## src/rtl/calc1_requester.sv

```systemverilog
// calc1_requester
//
// Initiator end of one calc1 request/response port pair. Local logic hands over
// an operation with a valid/ready handshake. The operation goes onto the calc1
// request bus as two beats: the command with operand 1, then command 0 with
// operand 2. The block then waits for a response or a timeout, and holds the
// result until local logic consumes it. Only one operation is in flight at a
// time.
//
// Ports
//   c_clk          rising-edge clock
//   reset          asynchronous active-high reset
//   op_valid       local operation valid
//   op_ready       requester idle and able to take an operation (decoded from state)
//   op_cmd         calc1 command, forwarded unchanged
//   op_data1       operand 1
//   op_data2       operand 2
//   req_cmd_out    calc1 reqN_cmd_in
//   req_data_out   calc1 reqN_data_in
//   resp_in        calc1 out_respN (0 none, 1 ok, 2 overflow/invalid, 3 internal error)
//   resp_data_in   calc1 out_dataN
//   res_valid      result available
//   res_ready      local logic consumes the result
//   res_resp       captured response code, 0 on timeout
//   res_data       captured response data, 0 on timeout
//   res_timeout    result is a timeout (qualified by res_valid)
//   spurious_resp  sticky flag: a nonzero response arrived while not waiting for one
//
// TIMEOUT_CYCLES (2..1023) is the number of WAIT cycles without a response
// before the operation is abandoned.

module calc1_requester #(
  parameter int TIMEOUT_CYCLES = 64
) (
  input  logic        c_clk,
  input  logic        reset,
  input  logic        op_valid,
  output logic        op_ready,
  input  logic [0:3]  op_cmd,
  input  logic [0:31] op_data1,
  input  logic [0:31] op_data2,
  output logic [0:3]  req_cmd_out,
  output logic [0:31] req_data_out,
  input  logic [0:1]  resp_in,
  input  logic [0:31] resp_data_in,
  output logic        res_valid,
  input  logic        res_ready,
  output logic [0:1]  res_resp,
  output logic [0:31] res_data,
  output logic        res_timeout,
  output logic        spurious_resp
);

  localparam int CNT_W = (TIMEOUT_CYCLES > 1) ? $clog2(TIMEOUT_CYCLES) : 1;
  localparam logic [CNT_W-1:0] LAST_COUNT = CNT_W'(TIMEOUT_CYCLES - 1);

  typedef enum logic [2:0] {
    ST_IDLE,
    ST_SEND1,
    ST_SEND2,
    ST_WAIT,
    ST_HOLD
  } state_t;

  state_t           r_state;
  state_t           w_nextState;

  logic [0:3]       r_reqCmd;
  logic [0:31]      r_reqData;
  logic [0:31]      r_data2;
  logic [CNT_W-1:0] r_count;
  logic             r_resValid;
  logic [0:1]       r_resResp;
  logic [0:31]      r_resData;
  logic             r_resTimeout;
  logic             r_spurious;

  logic             w_accept;
  logic             w_respSeen;
  logic             w_timeoutHit;

  assign w_respSeen   = (resp_in != 2'd0);
  assign w_accept     = (r_state == ST_IDLE) && op_valid;
  assign w_timeoutHit = (r_count == LAST_COUNT);

  assign op_ready      = (r_state == ST_IDLE);
  assign req_cmd_out   = r_reqCmd;
  assign req_data_out  = r_reqData;
  assign res_valid     = r_resValid;
  assign res_resp      = r_resResp;
  assign res_data      = r_resData;
  assign res_timeout   = r_resTimeout;
  assign spurious_resp = r_spurious;

  // State register.
  always_ff @(posedge c_clk or posedge reset) begin
    if (reset) begin
      r_state <= ST_IDLE;
    end else begin
      r_state <= w_nextState;
    end
  end

  // Next-state decode. A response in WAIT takes priority over the timeout,
  // so both conditions lead to HOLD. The datapath decides which result is stored.
  always_comb begin
    w_nextState = r_state;
    case (r_state)
      ST_IDLE:  if (op_valid) w_nextState = ST_SEND1;
      ST_SEND1: w_nextState = ST_SEND2;
      ST_SEND2: w_nextState = ST_WAIT;
      ST_WAIT:  if (w_respSeen || w_timeoutHit) w_nextState = ST_HOLD;
      ST_HOLD:  if (res_ready) w_nextState = ST_IDLE;
      default:  w_nextState = ST_IDLE;
    endcase
  end

  // Registered request bus, timeout counter, and result capture. The bus beat
  // for each state is loaded on the edge that enters that state. This keeps
  // the outputs registered while still matching the FSM timing.
  always_ff @(posedge c_clk or posedge reset) begin
    if (reset) begin
      r_reqCmd     <= '0;
      r_reqData    <= '0;
      r_data2      <= '0;
      r_count      <= '0;
      r_resValid   <= 1'b0;
      r_resResp    <= '0;
      r_resData    <= '0;
      r_resTimeout <= 1'b0;
    end else begin
      case (r_state)
        ST_IDLE: begin
          if (w_accept) begin
            r_reqCmd  <= op_cmd;
            r_reqData <= op_data1;
            r_data2   <= op_data2;
          end
        end
        ST_SEND1: begin
          r_reqCmd  <= '0;
          r_reqData <= r_data2;
        end
        ST_SEND2: begin
          r_reqCmd  <= '0;
          r_reqData <= '0;
          r_count   <= '0;
        end
        ST_WAIT: begin
          if (w_respSeen) begin
            r_resResp    <= resp_in;
            r_resData    <= resp_data_in;
            r_resTimeout <= 1'b0;
            r_resValid   <= 1'b1;
          end else if (w_timeoutHit) begin
            r_resResp    <= '0;
            r_resData    <= '0;
            r_resTimeout <= 1'b1;
            r_resValid   <= 1'b1;
          end else begin
            r_count <= r_count + 1'b1;
          end
        end
        ST_HOLD: begin
          if (res_ready) begin
            r_resValid <= 1'b0;
          end
        end
        default: begin
          r_reqCmd  <= '0;
          r_reqData <= '0;
        end
      endcase
    end
  end

  // Sticky flag for responses that arrive when none is expected. Only reset
  // clears it.
  always_ff @(posedge c_clk or posedge reset) begin
    if (reset) begin
      r_spurious <= 1'b0;
    end else if (w_respSeen && (r_state != ST_WAIT)) begin
      r_spurious <= 1'b1;
    end
  end

endmodule

```

## config.mk

```make
export PLATFORM = sky130hd
export DESIGN_NAME = calc1_requester
export DESIGN_NICKNAME = d
export VERILOG_FILES = /design/src/rtl/calc1_requester.sv
export SDC_FILE = /design/constraint.sdc
export NUM_CORES = 1
export LEC_CHECK = 0
export CORE_MARGIN = 10
export CORE_UTILIZATION = 35
export CTS_CLUSTER_DIAMETER = 40
export DETAILED_ROUTE_END_ITERATION = 12
export HOLD_SLACK_MARGIN = 0.02
export PLACE_DENSITY = 0.7
export SYNTH_ARGS = -nofsm -noshare
export SYNTH_HDL_FRONTEND = slang
export SYNTH_SLANG_ARGS = --single-unit
```

## constraint.sdc

```tcl
create_clock -name c_clk -period 9.3 [get_ports c_clk]
set_input_delay 2.79 -clock c_clk [delete_from_list [all_inputs] [get_ports c_clk]]
set_output_delay 2.79 -clock c_clk [all_outputs]
set_load 0.01 [all_outputs]
```

After elaboration in Yosys (flattened, before gate mapping)
Cells that the tools add are included.
- register bits after elaboration: 114
- bits of input ports: 106
- output and inout port bits: 74
- add/subtract/negate cells: 1
- equality and inequality tests: 13
- mux-type cells: 20
- bitwise gates (word level): 1
- reductions and logical operators: 15
- operator list (cell ; number):
    32-bit two-way mux ; 3
    32-bit case mux with 3 select lines ; 1
    3-bit case mux with 5 select lines ; 1
    6-bit two-way mux ; 2
    6-bit case mux with 2 select lines ; 1
    2-bit inequality test (second input constant) ; 5
    3-bit two-way mux ; 3
    3-bit AND reduction ; 3
    4-bit case mux with 2 select lines ; 1
    2-bit nonzero test ; 4
    6-bit by 1-bit adder with 6-bit output (second input constant) ; 1
    3-bit by 2-bit == test with 1-bit output (second input constant) ; 2
    6-bit == test (second input constant) ; 1
    2-bit AND reduction ; 3
    1-bit two-way mux ; 4
    2-bit two-way mux ; 2
    4-bit two-way mux ; 1
    3-bit by 1-bit == test with 1-bit output (second input constant) ; 1
    3-bit == test (second input constant) ; 1
    3-bit zero test ; 1
    3-bit by 2-bit inequality test with 1-bit output (second input constant) ; 1
    3-bit inequality test (second input constant) ; 1
    1-bit logical AND ; 2
    2-bit by 1-bit inequality test with 1-bit output (second input constant) ; 1
    4 further kinds ; 4

Longest topological paths before layout
Gate-level depths: netlist of the first run.
- depth after elaboration: 4
- depth in mapped cells: 8
- gate-level depth less buffers: 5

Worst setup path before layout of the first run
Ideal clock, no wire load.
- path kind: input port to flip-flop
- start point: input resp_in[0] in the netlist's numbering
- end point: register r_count[0]
- arrival: 3799 ps
- data required time: 9175 ps
- setup slack: 5376 ps
- stages on the path: 5
- path through: or2_1 buf_6 a311oi_4 nor2_2 mux2_4
- longest elaborated chain between the ends: 3
- ends and longest elaborated chain (element ; RTL line ; text):
    start: declaration ; 44 ; input logic [0:1] resp_in,
    2-bit nonzero test ; 82 ; assign w_respSeen = (resp_in != 2'd0);
    2-bit inequality test (no source line) ; - ;
    3-bit AND reduction (no source line) ; - ;
    end signal: assignment ; 161 ; r_count <= r_count + 1'b1;
    end: declaration ; 71 ; logic [CNT_W-1:0] r_count;
No other way between the ends.
A chain may end at the register's enable or synchronous reset.

Worst setup path after layout of the first run
- start point: register r_state[1]
- end point: output op_ready
- longest elaborated chain between the ends: 1
- ends and longest elaborated chain (element ; RTL line ; text):
    start: declaration ; 65 ; state_t r_state;
    start signal: assignment ; 100 ; r_state <= w_nextState;
    3-bit zero test ; 86 ; assign op_ready = (r_state == ST_IDLE);
    end: declaration ; 38 ; output logic op_ready,
No other way between the ends.

==> results of run 1 <==
## metal layers
metal	up-vias	wire length, um	GRT usage (%)
li1	1844	-	-
met4	0	201	5.80
met3	13	1370	5.86
met2	143	6390	22.7
met1	1837	5510	16.9
met5	-	0	0
## worst max-delay path: cells and delay by family (launching register included)
kind,cells,cell delay (ns)
buf+inv,1,0.58
flops,1,0.54
simple gates,1,0.26
## cell families after synthesis
group / count (synthesis) / synth area share, %
AO/OA/AOI/OAI: 120 / 15.8
adder cells (fa/ha/maj): 1 / 0.259
buffers and inverters: 33 / 4.93
flip-flops: 114 / 59.1
multiplexers: 35 / 8.20
AND/OR/NAND/NOR: 126 / 11.7
## registers in the layout (all words and copies together) (netlist names)
| name | count |
|---|---|
| r_data2 | 32 |
| res_data | 32 |
| r_count | 6 |
| r_state | 3 |
| res_resp | 2 |
| res_valid | 1 |
| res_timeout | 1 |
| req_cmd_out | 4 |
| req_data_out | 32 |
| spurious_resp | 1 |
## placed cells by master, fill, tap and decap left out, types with 2 or more instances in the layout
cell type / count
o21ai_0: 19
clkbuf_8: 4
dfrtp_1: 114
o21ai_1: 50
nor2_1: 4
nor2_2: 2
clkinv_2: 5
mux2i_1: 2
nand3_1: 4
a21oi_1: 2
a22oi_1: 32
o2bb2ai_1: 2
nor3_4: 3
clkbuf_1: 3
clkbuf_16: 17
buf_4: 4
mux2_2: 32
clkdlybuf4s50_1: 179
o21a_1: 2
a211oi_1: 2
nand2_1: 100
a22o_1: 7
nor3_1: 3
## metrics by stage
stage | instance area (um^2) | worst slack, ns | util [%] | power, mW
final | 7200 | 4.73 | 53.9 | 2.34
after global routing | 7200 | 4.59 | 53.9 | 2.50
after floorplan | 4820 | 3.49 | - | 1.38
after global placement | 6650 | 4.38 | 49.9 | 1.74
after detailed placement | 6650 | 4.35 | 49.9 | 1.77
after CTS | 7200 | 4.69 | 53.9 | 2.38
## power groups by stage
stage	sequential (mW)	clock (mW)	combinational (mW)
floorplan	0.858	0	0.519
global placement	0.837	0	0.906
detailed placement	0.845	0	0.929
CTS	0.839	0.609	0.930
global route	0.865	0.632	1.01
finish	0.837	0.592	0.912
## synth_stat cells, types with 2 or more instances
library cell / number
buf_4: 3
a211oi_1: 2
o21ai_1: 50
a22o_1: 7
a21oi_1: 2
o21ai_0: 19
nor3_1: 3
nor3_2: 2
mux2_2: 32
o21a_1: 2
mux2i_1: 2
nor2_1: 5
buf_6: 11
a22oi_1: 32
nand3_1: 4
buf_2: 15
nand2_1: 100
inv_1: 2
dfrtp_1: 114
o2bb2ai_1: 2
## area by class of cell
class | count | share of cell area [%]
clock buffer | 24 | 6.83
clock inverter | 6 | 0.765
inverter | 2 | 0.139
multi-input combinational | 282 | 24.3
sequential | 114 | 39.6
tap | 176 | 3.06
timing repair buffer | 183 | 25.3
## final timing paths
check | start | end | slack (ns) | depth (start not counted)
worst max-delay path | r_state[1] | op_ready | 4.73 | 2
worst min-delay path | spurious_resp | spurious_resp | 0.46 | 1
worst max register to register | r_state[1] | res_data[30] | 6.91 | 3
worst min register to register | spurious_resp | spurious_resp | 0.46 | 1
max in group asynchronous | reset | res_valid | 5.22 | 3
min in group asynchronous | reset | res_data[17] | 2.86 | 2
==> flow_summary.yaml, run 1 <==
outcome:
  status: "complete, no violations"
cts:
  postCtsSetupRepairBufs: 0
  cts-resized-gates: 0
  clkSlewWorstSetupHoldPaths_ns: 0.05
  clock_path_buffers: 2
  clkSinkCount: 114
  cts_inserted_buffers: 17
  hold_buffers: 0
  root_buffer: "clkbuf_16"
  clk_latency_ns: 0.40
  cts-htree-levels: 4
  cts_tree: "built"
setup_path:
  endpoint_kind: "output pin"
  crit_fanout: 9
  crit_required_ns: 6.51
  crit_type: "reg -> out"
  cpMaxStageDelayCell: "clkdlybuf4s50_1"
  cp.arrival_ns: 1.78
  critPathMaxStageDelay_ns: 0.58
  cp_cell_sequence: "nor3_4 -> clkdlybuf4s50_1"
  cp-start-kind: "flip-flop"
synth:
  syn_nets: 536
  syn_area_um2: 4820
  ys_top_cells_by_area: "dfrtp_1, nand2_1, mux2_2, o21ai_1, a22oi_1"
  syn_avg_cell_area_um2: 11.2
  yosys.cell_types.count: 40
  synthCells: 429
  synth_top_area_cell: "dfrtp_1"
  yosys_register_bits: 114
  yosys_warnings: 0
  synth_top_area_share_pct: 59.1
  synth_seq_area_share_pct: 59.1
  synthFlopType: "dfrtp_1"
  async_reset_ff_share_pct: 100
  synth-edff-count: 0
layout:
  seq_area_um2: 2850
  layoutNonFillerInstCount: 787
  fillers: 1151
  antenna_cells: 0
  syn_to_final_growth_pct: 49.2
  multi_input_area_um2: 1750
  drive_above_1_share_pct: 12.3
  fin_nets: 707
sta:
  timing.slew.headroom_pct: 19.1
  clock.fmax_mhz: 219
  fin_skew_ns: 0.00554
  setup_violations: 0
  rsz0062_at_grt: "no"
  tightest_slew_ns: 1.21
  finalWorstPathRequiredPeriod_ns: 4.57
  whs_ns: 0.463
  slew_violations: 0
  fin_setup_tns_ns: 0
  final_hold_viol_count: 0
  layout_worst_path_cycle_share_pct: 49.1
pwr:
  p_switching_mw: 0.777
  intPower_mw: 1.56
  power_frac_seq_pct: 35.8
  swShare_pct: 33.2
  peakVddDrop_mv: 0.146
  comb_power_share_pct: 39.0
  p_clk_share_pct: 25.3
  p_leak_nw: 2.99
  pwr_density_cell_nw_per_um2: 325
die:
  core_um2: 13300
  io_pins: 180
  die_y_um: 137
  initial_core_util_pct: 36.1
  die-area_um2: 18900
  rows: 42
  chipWidth_um: 137
global_route:
  antenna_found_initial: 0
  track_usage_pct: 14.3
  grt_pass1_vias: 3994
  gr-total-overflow: 0
  grt_pass1_wl_um: 21200
  grt_max_degree: 69
route:
  wl_per_cell_um: 17.1
  antenna_left: 0
  vias: 3837
  drt_iter0_markers: 146
  viasPerCell: 4.88
  dr.pass1.iters: 5
  drt-total-wl_um: 13500
  drc: 0
min_path:
  hold_path.class: "reg -> reg"
placement:
  dpl.cell_count: 757
  hpwl_um: 10100
  portBuffers: 179
  place_congestion: 0.793
flow_run:
  max_cap_viol_count: 0
Power figures use the tool's default switching activity.
==> inputs of run 2 (changes only) <==
==> constraint.sdc (replaced) <==
create_clock -name c_clk -period 4.7 [get_ports c_clk]
set_input_delay 1.41 -clock c_clk [delete_from_list [all_inputs] [get_ports c_clk]]
set_output_delay 1.41 -clock c_clk [all_outputs]
set_load 0.01 [all_outputs]
==> run 2 against run 1 <==
Net effect: final area grew 1.7%; critical path depth grew 1; core utilization grew 0.92 points; sequential power grew 98%; non-clock buffer count grew 2; sequential cell count is the same; hold slack lost 0.0057 ns; routed wire length grew 2.1%; register-to-register slack lost 4.7 ns; worst setup slack lost 3.6 ns; first-iteration DRC count grew 14%; largest power group unchanged; highest routed layer unchanged.
==> flow_summary.yaml, run 2 (synthesis results as in run 1) <==
route:
  drt-total-wl_um: 13800
  drt_iter0_markers: 167
  vias: 3867
  dr.pass1.iters: 4
  wl_per_cell_um: 17.4
  viasPerCell: 4.89
  drc: 0
  antenna_left: 0
pwr:
  p_clk_share_pct: 27.9
  pwr_density_cell_nw_per_um2: 659
  comb_power_share_pct: 37.7
  power_frac_seq_pct: 34.4
  swShare_pct: 32.4
  intPower_mw: 3.26
  p_switching_mw: 1.57
  p_leak_nw: 3.04
  peakVddDrop_mv: 0.259
flow_run:
  max_cap_viol_count: 0
layout:
  fillers: 1171
  final_cell_mix: "clkdlybuf4s50_1, dfrtp_1, nand2_1, o21ai_1"
  fin_nets: 709
  final_common_cell: "clkdlybuf4s50_1"
  stdcell_area_um2: 7320
  syn_to_final_growth_pct: 51.8
  antenna_cells: 0
  drive_above_1_share_pct: 13.0
sta:
  whs_ns: 0.457
  setup_violations: 0
  final_hold_viol_count: 0
  timing.slew.headroom_pct: 24.1
  clock.fmax_mhz: 277
  finalWorstPathRequiredPeriod_ns: 3.61
  slew_violations: 0
  rsz0062_at_grt: "no"
  tightest_slew_ns: 1.14
  fin_skew_ns: 0.00617
  layout_worst_path_cycle_share_pct: 76.8
  setup_ws_ns: 1.09
  fin_setup_tns_ns: 0
cts:
  cts_inserted_buffers: 17
  postCtsSetupRepairBufs: 0
  hold_buffers: 0
  clk_latency_ns: 0.40
  clkSlewWorstSetupHoldPaths_ns: 0.05
  clock_path_buffers: 2
  cts_tree: "built"
  clkSinkCount: 114
  root_buffer: "clkbuf_16"
  cts-resized-gates: 0
  cts-htree-levels: 4
placement:
  pre_cts_slack_ns: 1.17
  dpl_cell_area_um2: 6690
  place_congestion: 0.785
  hpwl_um: 10200
  portBuffers: 179
die:
  io_pins: 180
  die-area_um2: 18900
  die_y_um: 137
  core_um2: 13300
  initial_core_util_pct: 36.1
  chipWidth_um: 137
  rows: 42
setup_path:
  cpMaxStageDelayCell: "clkdlybuf4s50_1"
  cp.arrival_ns: 2.20
  cp_cell_sequence: "nor3_4 -> buf_4 -> clkdlybuf4s50_1"
  crit_type: "reg -> out"
  endpoint_kind: "output pin"
  cp-start-kind: "flip-flop"
  critPathMaxStageDelay_ns: 0.62
  crit_family: "buffers and inverters"
  critPathBufInv: 2
  crit_required_ns: 3.29
  crit_fanout: 33
min_path:
  hold_path.class: "reg -> reg"
global_route:
  grt_max_degree: 69
  grt_pass1_vias: 4019
  grt_pass1_wl_um: 21600
  gr-total-overflow: 0
  antenna_found_initial: 0
  track_usage_pct: 14.6
outcome:
  status: "complete, no violations"
[run 2: changes by cell type in the layout (fill, tap and decap cells not counted)]
cell / previous run / this run
clkinv_2: 5 / 4
clkbuf_1: 3 / 2
clkinvlp_4: 0 / 2
buf_12: 0 / 2
bufinv_16: 1 / 4
clkbuf_8: 4 / 3
[run 2: cell type report]
| cell class | count | area, um^2 | share of cell area [%] |
|---|---|---|---|
| flip-flops and latches | 114 | 2850 | 39.0 |
| repair buffers | 185 | 1860 | 25.4 |
| inverters | 2 | 10.0 | 0.137 |
| well taps | 176 | 220 | 3.01 |
| multi-input cells | 282 | 1750 | 23.9 |
| clock inverters | 10 | 155 | 2.12 |
| clock buffers | 22 | 474 | 6.48 |
[run 2: final timing paths]
kind | start | end | slack [ns] | depth (start not counted)
max | r_state[1] | op_ready | 1.09 | 3
min | spurious_resp | spurious_resp | 0.46 | 1
max reg2reg | r_state[1] | res_data[0] | 2.26 | 3
min reg2reg | spurious_resp | spurious_resp | 0.46 | 1
max in group asynchronous | reset | res_data[15] | 2.40 | 3
min in group asynchronous | reset | res_data[3] | 1.50 | 2
[run 2: routing by layer]
layer | global-route usage (%) | vias up | routed length, um | share of wire (%)
li1 | - | 1848 | - | -
met1 | 17.1 | 1859 | 5930 | 43
met2 | 23.5 | 145 | 6460 | 47
met3 | 5.94 | 15 | 1180 | 8.5
met4 | 5.85 | 0 | 202 | 1.5
met5 | 0 | - | 0 | 0
[run 2: per-stage QoR]
step / utilization, % / std cells / total power, mW
3_5_place_dp: 50.1 / 759 / 3.54
4_1_cts: 54.9 / 791 / 4.91
2_1_floorplan: - / 429 / 2.73
3_3_place_gp: 50.1 / 759 / 3.47
6_report: 54.9 / 791 / 4.83
5_1_grt: 54.9 / 791 / 5.16
[run 2: power groups by stage]
| stage | sequential, mW | combinational, mW | clock, mW |
|---|---|---|---|
| 5_1_grt | 1.72 | 2.01 | 1.43 |
| 4_1_cts | 1.66 | 1.87 | 1.38 |
| 2_1_floorplan | 1.70 | 1.03 | 0 |
| 6_report | 1.66 | 1.82 | 1.35 |
| 3_5_place_dp | 1.67 | 1.87 | 0 |
| 3_3_place_gp | 1.66 | 1.81 | 0 |
==> inputs of run 3 (changes only) <==
--- a/config.mk
+++ b/config.mk
@@ -10,7 +10,7 @@
 export CTS_CLUSTER_DIAMETER = 40
 export DETAILED_ROUTE_END_ITERATION = 12
 export HOLD_SLACK_MARGIN = 0.02
-export PLACE_DENSITY = 0.7
+export PLACE_DENSITY = 0.72
 export SYNTH_ARGS = -nofsm -noshare
 export SYNTH_HDL_FRONTEND = slang
 export SYNTH_SLANG_ARGS = --single-unit
==> constraint.sdc (replaced) <==
create_clock -name c_clk -period 2.9 [get_ports c_clk]
set_input_delay 0.87 -clock c_clk [delete_from_list [all_inputs] [get_ports c_clk]]
set_output_delay 0.87 -clock c_clk [all_outputs]
set_load 0.01 [all_outputs]
==> run 3 against run 2 <==
Net effect: core utilization down 0.50 points; register-to-register slack lost 1.4 ns; non-clock buffer count up 2; via count is 2.3% higher; first-iteration DRC count decreased by 16%; critical path type unchanged; critical endpoint unchanged; largest power group unchanged; highest routed layer unchanged.
==> flow_summary.yaml, run 3 (synthesis results as in run 1) <==
setup_path:
  critPathMaxStageDelay_ns: 0.58
  crit_type: "reg -> out"
  crit_fanout: 9
  crit_required_ns: 2.03
  r2r_slack_ns: 0.90
  cp.arrival_ns: 1.80
  cp_cell_sequence: "nor3_4 -> clkdlybuf4s50_1"
  endpoint_kind: "output pin"
  reg2reg_from: "r_state[1]"
  r2r_end: "req_data_out[19]"
  cp-start-kind: "flip-flop"
  cpMaxStageDelayCell: "clkdlybuf4s50_1"
  r2r_cells: 3
outcome:
  status: "complete, no violations"
sta:
  fin_skew_ns: 0.00656
  rsz0062_at_grt: "no"
  final_hold_viol_count: 0
  timing.slew.headroom_pct: 57.6
  setup_violations: 0
  clock.fmax_mhz: 375
  tightest_slew_ns: 0.636
  layout_worst_path_cycle_share_pct: 92.0
  finalWorstPathRequiredPeriod_ns: 2.67
  slew_violations: 0
  fin_setup_tns_ns: 0
cts:
  clkSinkCount: 114
  clk_latency_ns: 0.40
  hold_buffers: 0
  clkSlewWorstSetupHoldPaths_ns: 0.05
  root_buffer: "clkbuf_16"
  cts-resized-gates: 0
  clock_path_buffers: 2
  postCtsSetupRepairBufs: 0
  cts_tree: "built"
  cts_inserted_buffers: 17
  cts-htree-levels: 4
placement:
  dpl_cell_area_um2: 6700
  portBuffers: 179
  hpwl_um: 10100
  dpl.cell_count: 761
  place_congestion: 0.814
route:
  route.met3.wl_um: 1230
  viasPerCell: 4.99
  antenna_left: 0
  drc: 0
  drt_iter0_markers: 140
  wl_met2_um: 6480
  vias: 3956
  dr.max_layer_used: "met4"
  drt-total-wl_um: 13900
  met1_length_um: 5980
  wl_per_cell_um: 17.5
  dr.pass1.iters: 4
die:
  initial_core_util_pct: 36.1
  chipWidth_um: 137
  die_y_um: 137
  io_pins: 180
  core_um2: 13300
  die-area_um2: 18900
  rows: 42
pwr:
  p_leak_nw: 3.01
  peakVddDrop_mv: 0.495
  pwr_density_cell_nw_per_um2: 1050
global_route:
  antenna_found_initial: 0
  grt_pass1_vias: 4072
  gr-total-overflow: 0
  track_usage_pct: 14.6
  grt_pass1_wl_um: 21700
  grt_max_degree: 115
min_path:
  hold-path-cell-count: 1
  min_from: "spurious_resp"
  min_to: "spurious_resp"
  hold_path.class: "reg -> reg"
layout:
  syn_to_final_growth_pct: 50.4
  antenna_cells: 0
  multi_input_area_um2: 1750
  fin_nets: 711
  stdcell_area_um2: 7260
  final_cell_mix: "clkdlybuf4s50_1, dfrtp_1, nand2_1, o21ai_1"
  fillers: 1152
  drive_above_1_share_pct: 12.8
  final_common_cell: "clkdlybuf4s50_1"
  layoutNonFillerInstCount: 792
  seq_area_um2: 2850
flow_run:
  max_cap_viol_count: 0
run 3: changes by cell type in the layout (fill, tap and decap cells not counted):
cell / delta
buf_4: +3
bufinv_16: -3
clkbuf_1: +2
clkbuf_8: +2
buf_12: -1
clkinvlp_4: -1
inv_4: -1
run 3: power breakdown:
group | internal [mW] | total [mW] | switching [mW]
logic | 1.52 | 2.96 | 1.44
clock network | 1.28 | 1.95 | 0.670
registers | 2.26 | 2.70 | 0.433
total | 5.06 | 7.61 | 2.54
run 3: worst max-delay path, delay by kind of cell (launching register included):
| kind | cells | cell delay [ns] |
|---|---|---|
| buffers and inverters | 1 | 0.58 |
| AND/OR/NAND/NOR | 1 | 0.28 |
| flip-flops | 1 | 0.54 |
run 3: per-stage QoR:
step	hold slack, ns	utilization [%]	setup slack [ns]	total power [mW]
6_report	0.456	54.4	0.231	7.61
3_5_place_dp	0.448	50.2	0.311	5.74
5_1_grt	0.495	54.4	0.131	8.12
4_1_cts	0.463	54.4	0.189	7.72
3_3_place_gp	0.452	50.2	0.369	5.60
2_1_floorplan	0.449	-	0.645	4.42
run 3: worst max-delay path by stage:
stage                     from         end  cells after the start
floorplan                reset  r_count[0]                      1
global placement    resp_in[0]  r_count[0]                      5
detailed placement  resp_in[0]  r_count[0]                      5
CTS                 r_state[1]    op_ready                      2
global route        r_state[1]    op_ready                      2
finish              r_state[1]    op_ready                      2
run 3: layout make-up:
type	instances	area share [%]
clock buffers	26	7.02
well taps	176	3.03
flip-flops and latches	114	39.3
inverters	2	0.155
repair buffers	187	25.7
clock inverters	5	0.690
multi-input cells	282	24.1
run 3: layer usage:
layer  track usage [%]  vias up
met5                 0        -
met4              6.32        0
met3              5.54       15
met2              22.8      165
met1              17.7     1918
li1                  -     1858
